File: src/rtl/morse_pkg.sv
// Shared constants and types for the Morse symbol decoder: classifier element
// codes, decoder FSM states and the fixed ASCII characters it can emit.
package morse_pkg;

  localparam logic [1:0] CODE_WAIT = 2'b00;
  localparam logic [1:0] CODE_DOT  = 2'b01;
  localparam logic [1:0] CODE_DASH = 2'b10;
  localparam logic [1:0] CODE_SEND = 2'b11;

  localparam logic [7:0] ASCII_SPACE = 8'h20;
  localparam logic [7:0] ASCII_QMARK = 8'h3F;

  typedef enum logic [1:0] {
    EMPTY    = 2'd0,
    COLLECT  = 2'd1,
    OVERFLOW = 2'd2
  } state_e;

endpackage

File: src/rtl/morse_lut.sv
// ITU Morse lookup: element i of the pattern sits at bit i (dot=0, dash=1),
// unused upper bits are zero. Unknown (len, pattern) pairs report hit=0.
module morse_lut (
  input  logic [2:0] len,
  input  logic [4:0] pattern,
  output logic [7:0] ascii,
  output logic       hit
);

  logic [7:0] key_s;
  assign key_s = {len, pattern};

  // Table lookup keyed on length and element bits
  always_comb begin
    ascii = 8'h00;
    hit   = 1'b1;
    case (key_s)
      {3'd2, 5'b00010}: ascii = 8'h41; // A .-
      {3'd4, 5'b00001}: ascii = 8'h42; // B
      {3'd4, 5'b00101}: ascii = 8'h43;
      {3'd3, 5'b00001}: ascii = 8'h44;
      {3'd1, 5'b00000}: ascii = 8'h45;
      {3'd4, 5'b00100}: ascii = 8'h46;
      {3'd3, 5'b00011}: ascii = 8'h47;
      {3'd4, 5'b00000}: ascii = 8'h48;
      {3'd2, 5'b00000}: ascii = 8'h49;
      {3'd4, 5'b01110}: ascii = 8'h4A;
      {3'd3, 5'b00101}: ascii = 8'h4B;
      {3'd4, 5'b00010}: ascii = 8'h4C;
      {3'd2, 5'b00011}: ascii = 8'h4D;
      {3'd2, 5'b00001}: ascii = 8'h4E;
      {3'd3, 5'b00111}: ascii = 8'h4F;
      {3'd4, 5'b00110}: ascii = 8'h50;
      {3'd4, 5'b01011}: ascii = 8'h51;
      {3'd3, 5'b00010}: ascii = 8'h52;
      {3'd3, 5'b00000}: ascii = 8'h53;
      {3'd1, 5'b00001}: ascii = 8'h54;
      {3'd3, 5'b00100}: ascii = 8'h55;
      {3'd4, 5'b01000}: ascii = 8'h56;
      {3'd3, 5'b00110}: ascii = 8'h57;
      {3'd4, 5'b01001}: ascii = 8'h58;
      {3'd4, 5'b01101}: ascii = 8'h59;
      {3'd4, 5'b00011}: ascii = 8'h5A;
      {3'd5, 5'b11111}: ascii = 8'h30; // digits are all five elements long
      {3'd5, 5'b11110}: ascii = 8'h31;
      {3'd5, 5'b11100}: ascii = 8'h32;
      {3'd5, 5'b11000}: ascii = 8'h33;
      {3'd5, 5'b10000}: ascii = 8'h34;
      {3'd5, 5'b00000}: ascii = 8'h35;
      {3'd5, 5'b00001}: ascii = 8'h36;
      {3'd5, 5'b00011}: ascii = 8'h37;
      {3'd5, 5'b00111}: ascii = 8'h38;
      {3'd5, 5'b01111}: ascii = 8'h39;
      default: begin
        ascii = 8'h00;
        hit   = 1'b0;
      end
    endcase
  end

endmodule

File: src/rtl/morse_symbol_decoder.sv
// Accumulates dot/dash events from the press classifier into a pattern and, on
// a send event, emits the decoded ASCII character on a valid/ready output.
module morse_symbol_decoder
  import morse_pkg::*;
#(
  parameter int         MAX_ELEMS      = 5,
  parameter bit         SPACE_ON_EMPTY = 1'b1,
  parameter logic [7:0] ERR_CHAR       = 8'h3F
) (
  input  logic       clk,
  input  logic       rst,
  input  logic [1:0] sym_code,
  output logic [7:0] char_data,
  output logic       char_valid,
  input  logic       char_ready,
  output logic [2:0] pat_len,
  output logic       decode_err,
  output logic       drop_err
);

  localparam logic [2:0] MAX_LEN = 3'(MAX_ELEMS);

  logic [1:0] prev_q;
  state_e     state_q, state_d;
  logic [4:0] pattern_q, pattern_d;
  logic [2:0] len_q, len_d;
  logic [7:0] data_q, data_d;
  logic       valid_q, valid_d;
  logic       dec_err_q, dec_err_d;
  logic       drop_q, drop_d;

  logic       event_s, elem_ev_s, send_ev_s, out_free_s;
  logic [7:0] lut_ascii_s;
  logic       lut_hit_s;

  morse_lut u_lut (
    .len     (len_q),
    .pattern (pattern_q),
    .ascii   (lut_ascii_s),
    .hit     (lut_hit_s)
  );

  // A held code is only one event: it must differ from last cycle's code.
  assign event_s    = (sym_code != prev_q) && (sym_code != CODE_WAIT);
  assign elem_ev_s  = event_s && (sym_code != CODE_SEND);
  assign send_ev_s  = event_s && (sym_code == CODE_SEND);
  assign out_free_s = !valid_q || char_ready;

  // Next-state, pattern accumulation and output-register logic
  always_comb begin
    state_d   = state_q;
    pattern_d = pattern_q;
    len_d     = len_q;
    data_d    = data_q;
    valid_d   = valid_q;
    dec_err_d = 1'b0;
    drop_d    = 1'b0;

    if (valid_q && char_ready) begin
      valid_d = 1'b0;
    end else begin
      valid_d = valid_q;
    end

    if (elem_ev_s) begin
      case (state_q)
        EMPTY: begin
          pattern_d = {4'b0000, sym_code == CODE_DASH};
          len_d     = 3'd1;
          state_d   = COLLECT;
        end
        COLLECT: begin
          if (len_q == MAX_LEN) begin
            state_d = OVERFLOW;
          end else begin
            pattern_d[len_q] = (sym_code == CODE_DASH);
            len_d            = len_q + 3'd1;
          end
        end
        OVERFLOW: state_d = OVERFLOW;
        default:  state_d = EMPTY;
      endcase
    end else if (send_ev_s) begin
      if (state_q == EMPTY) begin
        if (SPACE_ON_EMPTY && out_free_s) begin
          valid_d = 1'b1;
          data_d  = ASCII_SPACE;
        end else if (SPACE_ON_EMPTY) begin
          drop_d = 1'b1;
        end else begin
          drop_d = 1'b0;
        end
      end else if (out_free_s) begin
        valid_d   = 1'b1;
        pattern_d = 5'b00000;
        len_d     = 3'd0;
        state_d   = EMPTY;
        if ((state_q == OVERFLOW) || !lut_hit_s) begin
          data_d    = ERR_CHAR;
          dec_err_d = 1'b1;
        end else begin
          data_d = lut_ascii_s;
        end
      end else begin
        // Output still occupied: keep the pattern so the user can resend.
        drop_d = 1'b1;
      end
    end else begin
      state_d = state_q;
    end
  end

  // State and output registers
  always_ff @(posedge clk or posedge rst) begin
    if (rst) begin
      prev_q    <= CODE_WAIT;
      state_q   <= EMPTY;
      pattern_q <= 5'b00000;
      len_q     <= 3'd0;
      data_q    <= 8'h00;
      valid_q   <= 1'b0;
      dec_err_q <= 1'b0;
      drop_q    <= 1'b0;
    end else begin
      prev_q    <= sym_code;
      state_q   <= state_d;
      pattern_q <= pattern_d;
      len_q     <= len_d;
      data_q    <= data_d;
      valid_q   <= valid_d;
      dec_err_q <= dec_err_d;
      drop_q    <= drop_d;
    end
  end

  assign char_data  = data_q;
  assign char_valid = valid_q;
  assign pat_len    = len_q;
  assign decode_err = dec_err_q;
  assign drop_err   = drop_q;

endmodule
File: config.mk
export PLATFORM = sky130hd
export DESIGN_NAME = morse_symbol_decoder
export DESIGN_NICKNAME = d
export VERILOG_FILES = /design/src/rtl/morse_pkg.sv /design/src/rtl/morse_lut.sv /design/src/rtl/morse_symbol_decoder.sv
export SDC_FILE = /design/constraint.sdc
export NUM_CORES = 1
export LEC_CHECK = 0
export BUFFER_PORTS_ARGS = -buffer_cell sky130_fd_sc_hd__buf_2
export CAP_MARGIN = 25
export CORE_MARGIN = 2
export CORE_UTILIZATION = 60
export DETAILED_ROUTE_END_ITERATION = 10
export PLACE_DENSITY = 0.81
export SETUP_SLACK_MARGIN = 0.02
export SLEW_MARGIN = 10
export SYNTH_ARGS = -nofsm -noshare
export SYNTH_HDL_FRONTEND = slang
export SYNTH_SLANG_ARGS = --single-unit
export TNS_END_PERCENT = 10
File: constraint.sdc
create_clock -name clk -period 4.3 [get_ports clk]
set_clock_uncertainty 0.2 [all_clocks]
set_input_delay 0.86 -clock clk [delete_from_list [all_inputs] [get_ports clk]]
set_output_delay 0.86 -clock clk [all_outputs]
set_load 0.01 [all_outputs]
==> flow_metrics.py, run 1 <==
metrics = {
    "setup_path": {
        "cp-start-kind": "flop",
        "cp_cell_sequence": "or4b_1 -> or3_1 -> o211ai_2 -> a211oi_2 -> a311oi_1 -> nor2_1",
        "path_max_fanout": 32,
        "cp.required_ps": 4310,
        "cpPeakStageDelay_ps": 780,
        "critical_path.top_delay_family": "simple AND/OR/NAND/NOR gates",
        "cp_num_buf_inv": 0,
        "crit_path_end_kind": "flop",
        "crit_type": "flop to flop",
        "arrival_ps": 2920,
        "critPathSlowestCell": "or4b_1",
    },
    "placed_design": {
        "place.gp.congestion": 0.948,
        "hpwl_mm": 3.20,
        "numPortBuffers": 17,
    },
    "sta": {
        "post-route-period-util_pct": 67.7,
        "fmax_ghz": 0.344,
        "setup_violations": 0,
        "slew_violations": 0,
        "timing.hold.ws_ps": 287,
        "rsz0062_at_grt": "false",
        "period_needed_ps": 2910,
        "finalHoldViolations": 0,
        "worst_slew_pin_slew_ps": 926,
        "setup_tns_ps": 0,
        "slew_headroom_pct": 38.3,
    },
    "power": {
        "ir_worst_vdd_v": 0.000359,
        "p_per_area_nw_per_um2": 548,
        "leakagePower_nw": 0.867,
    },
    "global_routing": {
        "grt_use_total_pct": 26.0,
        "antenna_found_initial": 0,
        "first_global_vias": 1595,
        "grt_pass1_wl_mm": 6.99,
        "gr-total-overflow": 0,
        "grt_max_degree": 33,
    },
    "drt": {
        "num_vias": 1761,
        "avgRoutedWirePerCell_um": 17.0,
        "route.detailed.drc": 0,
        "vias_per_cell": 6.80,
        "antenna_left": 0,
        "first_iter_violations": 196,
        "detail_route.first_pass.iterations": 4,
        "wl_mm": 4.40,
    },
    "cells_and_area": {
        "fin_util_pct": 67.8,
        "antenna_cells_inserted": 0,
        "syn_to_final_growth_pct": 5.51,
        "mostFrequentLayoutCells": "22 x dfrtp_1, 21 x nand2_1, 18 x nor2_1, 17 x buf_2, 16 x o21ai_0",
        "layout_commonest_cell": "dfrtp_1",
        "drive_above_1_share_pct": 14.9,
        "final_net_count": 239,
    },
    "clock_tree": {
        "cts_max_level": 1,
        "cts_root_buf": "clkbuf_4",
        "path_clk_slew_ps": 130,
        "cts_num_sinks": 22,
        "cts_tree": "built",
        "cts-resized-gates": 0,
        "clk_latency_ps": 320,
        "postCtsSetupBuffers": 0,
        "cts_buffers": 3,
        "holdBufCountCts": 0,
        "clk_path_buf_depth": 2,
    },
    "yosys": {
        "netlist_instances": 224,
        "ys_async_sr_fraction_pct": 100,
        "ys.warnings.count": 0,
        "ys_ff_latch": 22,
        "syn-cell-area_sq_um": 1820,
        "synth_cell_types": 56,
        "synth_edf_count": 0,
        "ys_seq_area_share_pct": 30.3,
        "mappedNetlistNets": 234,
        "syn_area_per_cell_sq_um": 8.12,
        "synth_flop_cell": "dfrtp_1",
    },
    "floorplan": {
        "initial_core_util_pct": 64.3,
        "fp-row-count": 19,
        "die_w_um": 59.0,
        "core_sq_um": 2830,
        "die_y_um": 59.0,
        "ios": 19,
        "die_area_sq_um": 3490,
    },
    "worst_hold_path": {
        "hold_class": "flop to flop",
    },
    "run_status": {
        "status": "completed",
    },
    "flow_run": {
        "max-cap-violations": 0,
    },
}
==> worst paths after layout <==
path                                               start                  endpoint  slack [ps]  cells past startpoint
worst max register to register    pat_len[0]$_DFFE_PP0P_  char_data[5]$_DFFE_PP0P_        1390                      6
worst max-delay path              pat_len[0]$_DFFE_PP0P_  char_data[5]$_DFFE_PP0P_        1390                      6
min in group asynchronous                            rst  char_data[3]$_DFFE_PP0P_         490                      2
worst min register to register  char_data[6]$_DFFE_PP0P_  char_data[6]$_DFFE_PP0P_         290                      1
worst min-delay path            char_data[6]$_DFFE_PP0P_  char_data[6]$_DFFE_PP0P_         290                      1
max in group asynchronous                            rst  pattern_q[3]$_DFFE_PP0P_        2890                      2
==> area by class of cell <==
class                      instances  area [sq um]
clock buffer                       3          22.5
clock inverter                     1          30.0
fill                             252           911
inverter                          10          37.5
multi-input combinational        175          1150
sequential                        22           551
tap                               31          38.8
timing repair buffer              17          85.1
==> registers in the layout, indices dropped and copies added (netlist names) <==
name	count
char_data	7
pattern_q	5
pat_len	3
prev_q	2
state_q	2
char_valid	1
decode_err	1
drop_err	1
==> synth_stat cells (all sizes together) (4+ instances only) <==
library cell | n | area [sq um]
nand2 | 21 | 78.8
nor3 | 8 | 40.0
nand4 | 4 | 25.0
nor4b | 4 | 50.1
o221a | 4 | 45.0
dfrtp | 22 | 551
nor2b | 8 | 50.1
nand2b | 10 | 62.6
ha | 5 | 62.6
o21ai | 16 | 80.1
nor2 | 18 | 67.6
a21oi | 8 | 40.0
o211ai | 4 | 35.0
buf | 7 | 37.5
clkbuf | 10 | 38.8
a22o | 5 | 43.8
inv | 9 | 33.8
nand3 | 5 | 25.0
==> through the flow <==
step | std cells | instance area, sq um | total power (W) | setup slack [ps]
5_1_grt | 259 | 1920 | 0.00112 | 1270
6_report | 259 | 1920 | 0.00105 | 1390
4_1_cts | 259 | 1920 | 0.00104 | 1450
2_1_floorplan | 224 | 1820 | 0.000751 | 1880
3_5_place_dp | 255 | 1870 | 0.000884 | 1450
3_3_place_gp | 255 | 1870 | 0.000866 | 1490
==> power breakdown <==
part | internal [W] | total, W | switching, W
Combinational | 0.000236 | 0.000515 | 0.000279
Sequential | 0.000263 | 0.000375 | 0.000112
Clock | 0.0000943 | 0.000162 | 0.0000677
==> routing by layer <==
metal | track usage (%) | vias to the layer above | share of wire [%]
met5 | 0 | - | 0
met4 | 12.3 | 0 | 2.2
met3 | 3.06 | 11 | 5.7
met2 | 43.2 | 73 | 49
met1 | 33.9 | 842 | 43
li1 | - | 835 | -
==> kinds of logic after synthesis <==
kind of cell / share of synthesized area, %
adders and majority gates: 3.44
DFF: 30.3
muxes: 1.72
buffers and inverters: 6.26
other: 0.206
and+or+nand+nor: 33.0
AOI/OAI and AO/OA: 25.1
Power figures use the tool's default switching activity.
==> run 2, diff against run 1 <==
Settings changed: ABC_AREA set to 1, CORE_UTILIZATION 60 to 58, PLACE_DENSITY 0.81 to 0.79.
Clock period 4.3 ns to 2.68 ns, I/O delays scaled along.
==> run 2 against run 1 <==
The flow now finishes with violations (design-rule violations). Clock-buffer cell count stayed put. Synthesized area down 3.9%. Non-clock buffer count unchanged. Combinational power is 62% higher. Fmax up 32%. Worst hold slack worse by 130 ps. Sequential cell count stayed put. Register-to-register slack lost 920 ps. Final area shrank 0.39%. Global-route usage is 0.16 points higher. Final cell count increased by 22%. Critical endpoint is now pattern_q[1]$_DFFE_PP0P_. Largest cell class unchanged.
==> flow_metrics.py, run 2 <==
metrics = {
    "yosys": {
        "ys.warnings.count": 0,
        "yosys-top-cells-area": "dfrtp_1 32%, nand2_1 15%, nor2_1 9.9%",
        "yosysMostFrequentCell": "nand2_1",
        "yosys.area.top_type_share_pct": 31.5,
        "mappedNetlistNets": 277,
        "synth_edf_count": 0,
        "ys_seq_area_share_pct": 31.5,
        "synth_cell_types": 26,
        "syn-cell-area_sq_um": 1750,
        "ys_ff_latch": 22,
        "yosysTopAreaCell": "dfrtp_1",
        "syn_area_per_cell_sq_um": 6.54,
        "synth_common_cells": "70 x nand2_1, 46 x nor2_1, 22 x dfrtp_1, 22 x inv_1, 17 x nand3_1",
        "netlist_instances": 267,
        "ys_async_sr_fraction_pct": 100,
        "synth_flop_cell": "dfrtp_1",
    },
    "drt": {
        "wl_met3_um": 169,
        "wl_met2_mm": 1.89,
        "wl_mm": 3.96,
        "detail_route.first_pass.iterations": 8,
        "antenna_left": 0,
        "first_iter_violations": 117,
        "route.detailed.drc": 1,
        "avgRoutedWirePerCell_um": 12.5,
        "wl_met1_mm": 1.80,
        "top_layer": "met4",
        "vias_per_cell": 5.53,
        "num_vias": 1753,
    },
    "placed_design": {
        "place.gp.congestion": 1.02,
        "hpwl_mm": 3.20,
        "numPortBuffers": 17,
    },
    "floorplan": {
        "die_area_sq_um": 3470,
        "core_sq_um": 2810,
        "die_w_um": 58.9,
        "die_y_um": 58.9,
        "ios": 19,
        "initial_core_util_pct": 62.3,
        "fp-row-count": 19,
    },
    "sta": {
        "period_needed_ps": 2210,
        "fmax_ghz": 0.453,
        "finalHoldViolations": 0,
        "setup_violations": 0,
        "setup_tns_ps": 0,
        "worst_slew_pin_slew_ps": 838,
        "slew_violations": 0,
        "rsz0062_at_grt": "false",
        "post-route-period-util_pct": 82.4,
        "slew_headroom_pct": 44.1,
    },
    "clock_tree": {
        "clk_latency_ps": 320,
        "clk_path_buf_depth": 2,
        "postCtsSetupBuffers": 0,
        "cts_num_sinks": 22,
        "cts_buffers": 3,
        "cts_tree": "built",
        "cts_root_buf": "clkbuf_4",
        "holdBufCountCts": 0,
        "path_clk_slew_ps": 140,
        "cts-resized-gates": 0,
        "cts_max_level": 1,
    },
    "setup_path": {
        "cp-start-kind": "flop",
        "cp_cell_sequence": "inv_1 -> ha_1 -> o21ai_0 -> nand2_1 -> nor2_2 -> inv_1 -> nor3_1 -> a21oi_1 -> a21oi_1",
        "cp.required_ps": 2720,
        "crit-reg2reg-capture": "pattern_q[1]$_DFFE_PP0P_",
        "cpPeakStageDelay_ps": 370,
        "arrival_ps": 2250,
        "r2r_cells": 9,
        "critPathSlowestCell": "dfrtp_1",
        "path_max_fanout": 7,
        "crit_path_start": "state_q[0]$_DFFE_PP0P_",
        "r2r_start": "state_q[0]$_DFFE_PP0P_",
        "crit_path_end_kind": "flop",
        "crit_type": "flop to flop",
        "regToRegSetupSlack_ps": 470,
    },
    "global_routing": {
        "gr-total-overflow": 0,
        "first_global_vias": 1659,
        "grt_use_total_pct": 26.2,
        "grt_max_degree": 23,
        "antenna_found_initial": 0,
        "grt_pass1_wl_mm": 7.01,
    },
    "power": {
        "seqPwrFrac_pct": 32.1,
        "p_comb_share_pct": 51.7,
        "switchingPower_w": 0.000749,
        "ir_worst_vdd_v": 0.000510,
        "p_per_area_nw_per_um2": 842,
        "leakagePower_nw": 1.03,
        "p_sw_share_pct": 46.6,
        "power.internal_w": 0.000860,
        "power.share.clock_pct": 16.2,
    },
    "cells_and_area": {
        "syn_to_final_growth_pct": 9.38,
        "mostFrequentLayoutCells": "70 x nand2_1, 46 x nor2_1, 22 x inv_1, 22 x dfrtp_1",
        "layout_commonest_cell": "nand2_1",
        "fin_util_pct": 68.1,
        "final_net_count": 297,
        "drive_above_1_share_pct": 19.9,
        "largest_reg_flops": 7,
        "antenna_cells_inserted": 0,
    },
    "worst_hold_path": {
        "hold_class": "input pin to async pin",
    },
    "run_status": {
        "violations": "design-rule violations",
        "status": "complete, but fails checks",
    },
    "flow_run": {
        "max-cap-violations": 0,
    },
}
-- run 2: cell type report --
class                           instances  area (sq um)
Clock buffer                            3          22.5
Tap cell                               31          38.8
Multi-Input combinational cell        210          1060
Clock inverter                          1          30.0
Fill cell                             255           895
Sequential cell                        22           551
Timing Repair Buffer                   17          85.1
Inverter                               33           124
-- run 2: worst max-delay path by stage --
stage                                     to  cells after the start
global route        pattern_q[1]$_DFFE_PP0P_                      9
CTS                 pattern_q[1]$_DFFE_PP0P_                      9
detailed placement  pattern_q[1]$_DFFE_PP0P_                     12
floorplan           char_data[0]$_DFFE_PP0P_                     12
finish              pattern_q[1]$_DFFE_PP0P_                      9
global placement    pattern_q[2]$_DFFE_PP0P_                     12
-- run 2: kinds of logic after synthesis --
| family | after synthesis | share of synthesized area [%] |
|---|---|---|
| simple gates | 172 | 47.0 |
| compound gates | 32 | 9.89 |
| other cells | 1 | 0.215 |
| buf+inv | 35 | 7.81 |
| fa+ha+maj | 5 | 3.58 |
| flops | 22 | 31.5 |
-- run 2: metal layers --
metal,GRT usage (%),vias to the layer above
li1,-,902
met1,35.9,783
met4,13.0,0
met5,0,-
met3,2.86,10
met2,41.1,58
-- run 2: power by group through the flow --
stage | Combinational (W) | Sequential, W | Clock, W
finish | 0.000832 | 0.000516 | 0.000261
detailed placement | 0.000823 | 0.000523 | 0
global placement | 0.000812 | 0.000516 | 0
CTS | 0.000828 | 0.000515 | 0.000264
floorplan | 0.000610 | 0.000536 | 0
global route | 0.000954 | 0.000531 | 0.000270
-- run 2: critical path: cells and delay by family, from the launching register on --
family                   cells  cell delay (ps)
buffers and inverters        2              220
flip-flops                   1              370
adder cells (fa/ha/maj)      1              260
AO/OA/AOI/OAI                3              480
AND/OR/NAND/NOR              3              610
-- run 2: per-stage QoR --
stage	hold WS (ps)	setup slack, ps	std cells	area, sq um	power (W)
2_1_floorplan	317	833	267	1750	0.00115
3_3_place_gp	271	618	313	1860	0.00133
3_5_place_dp	279	526	313	1860	0.00135
4_1_cts	161	510	317	1910	0.00161
5_1_grt	164	239	317	1910	0.00176
6_report	160	471	317	1910	0.00161
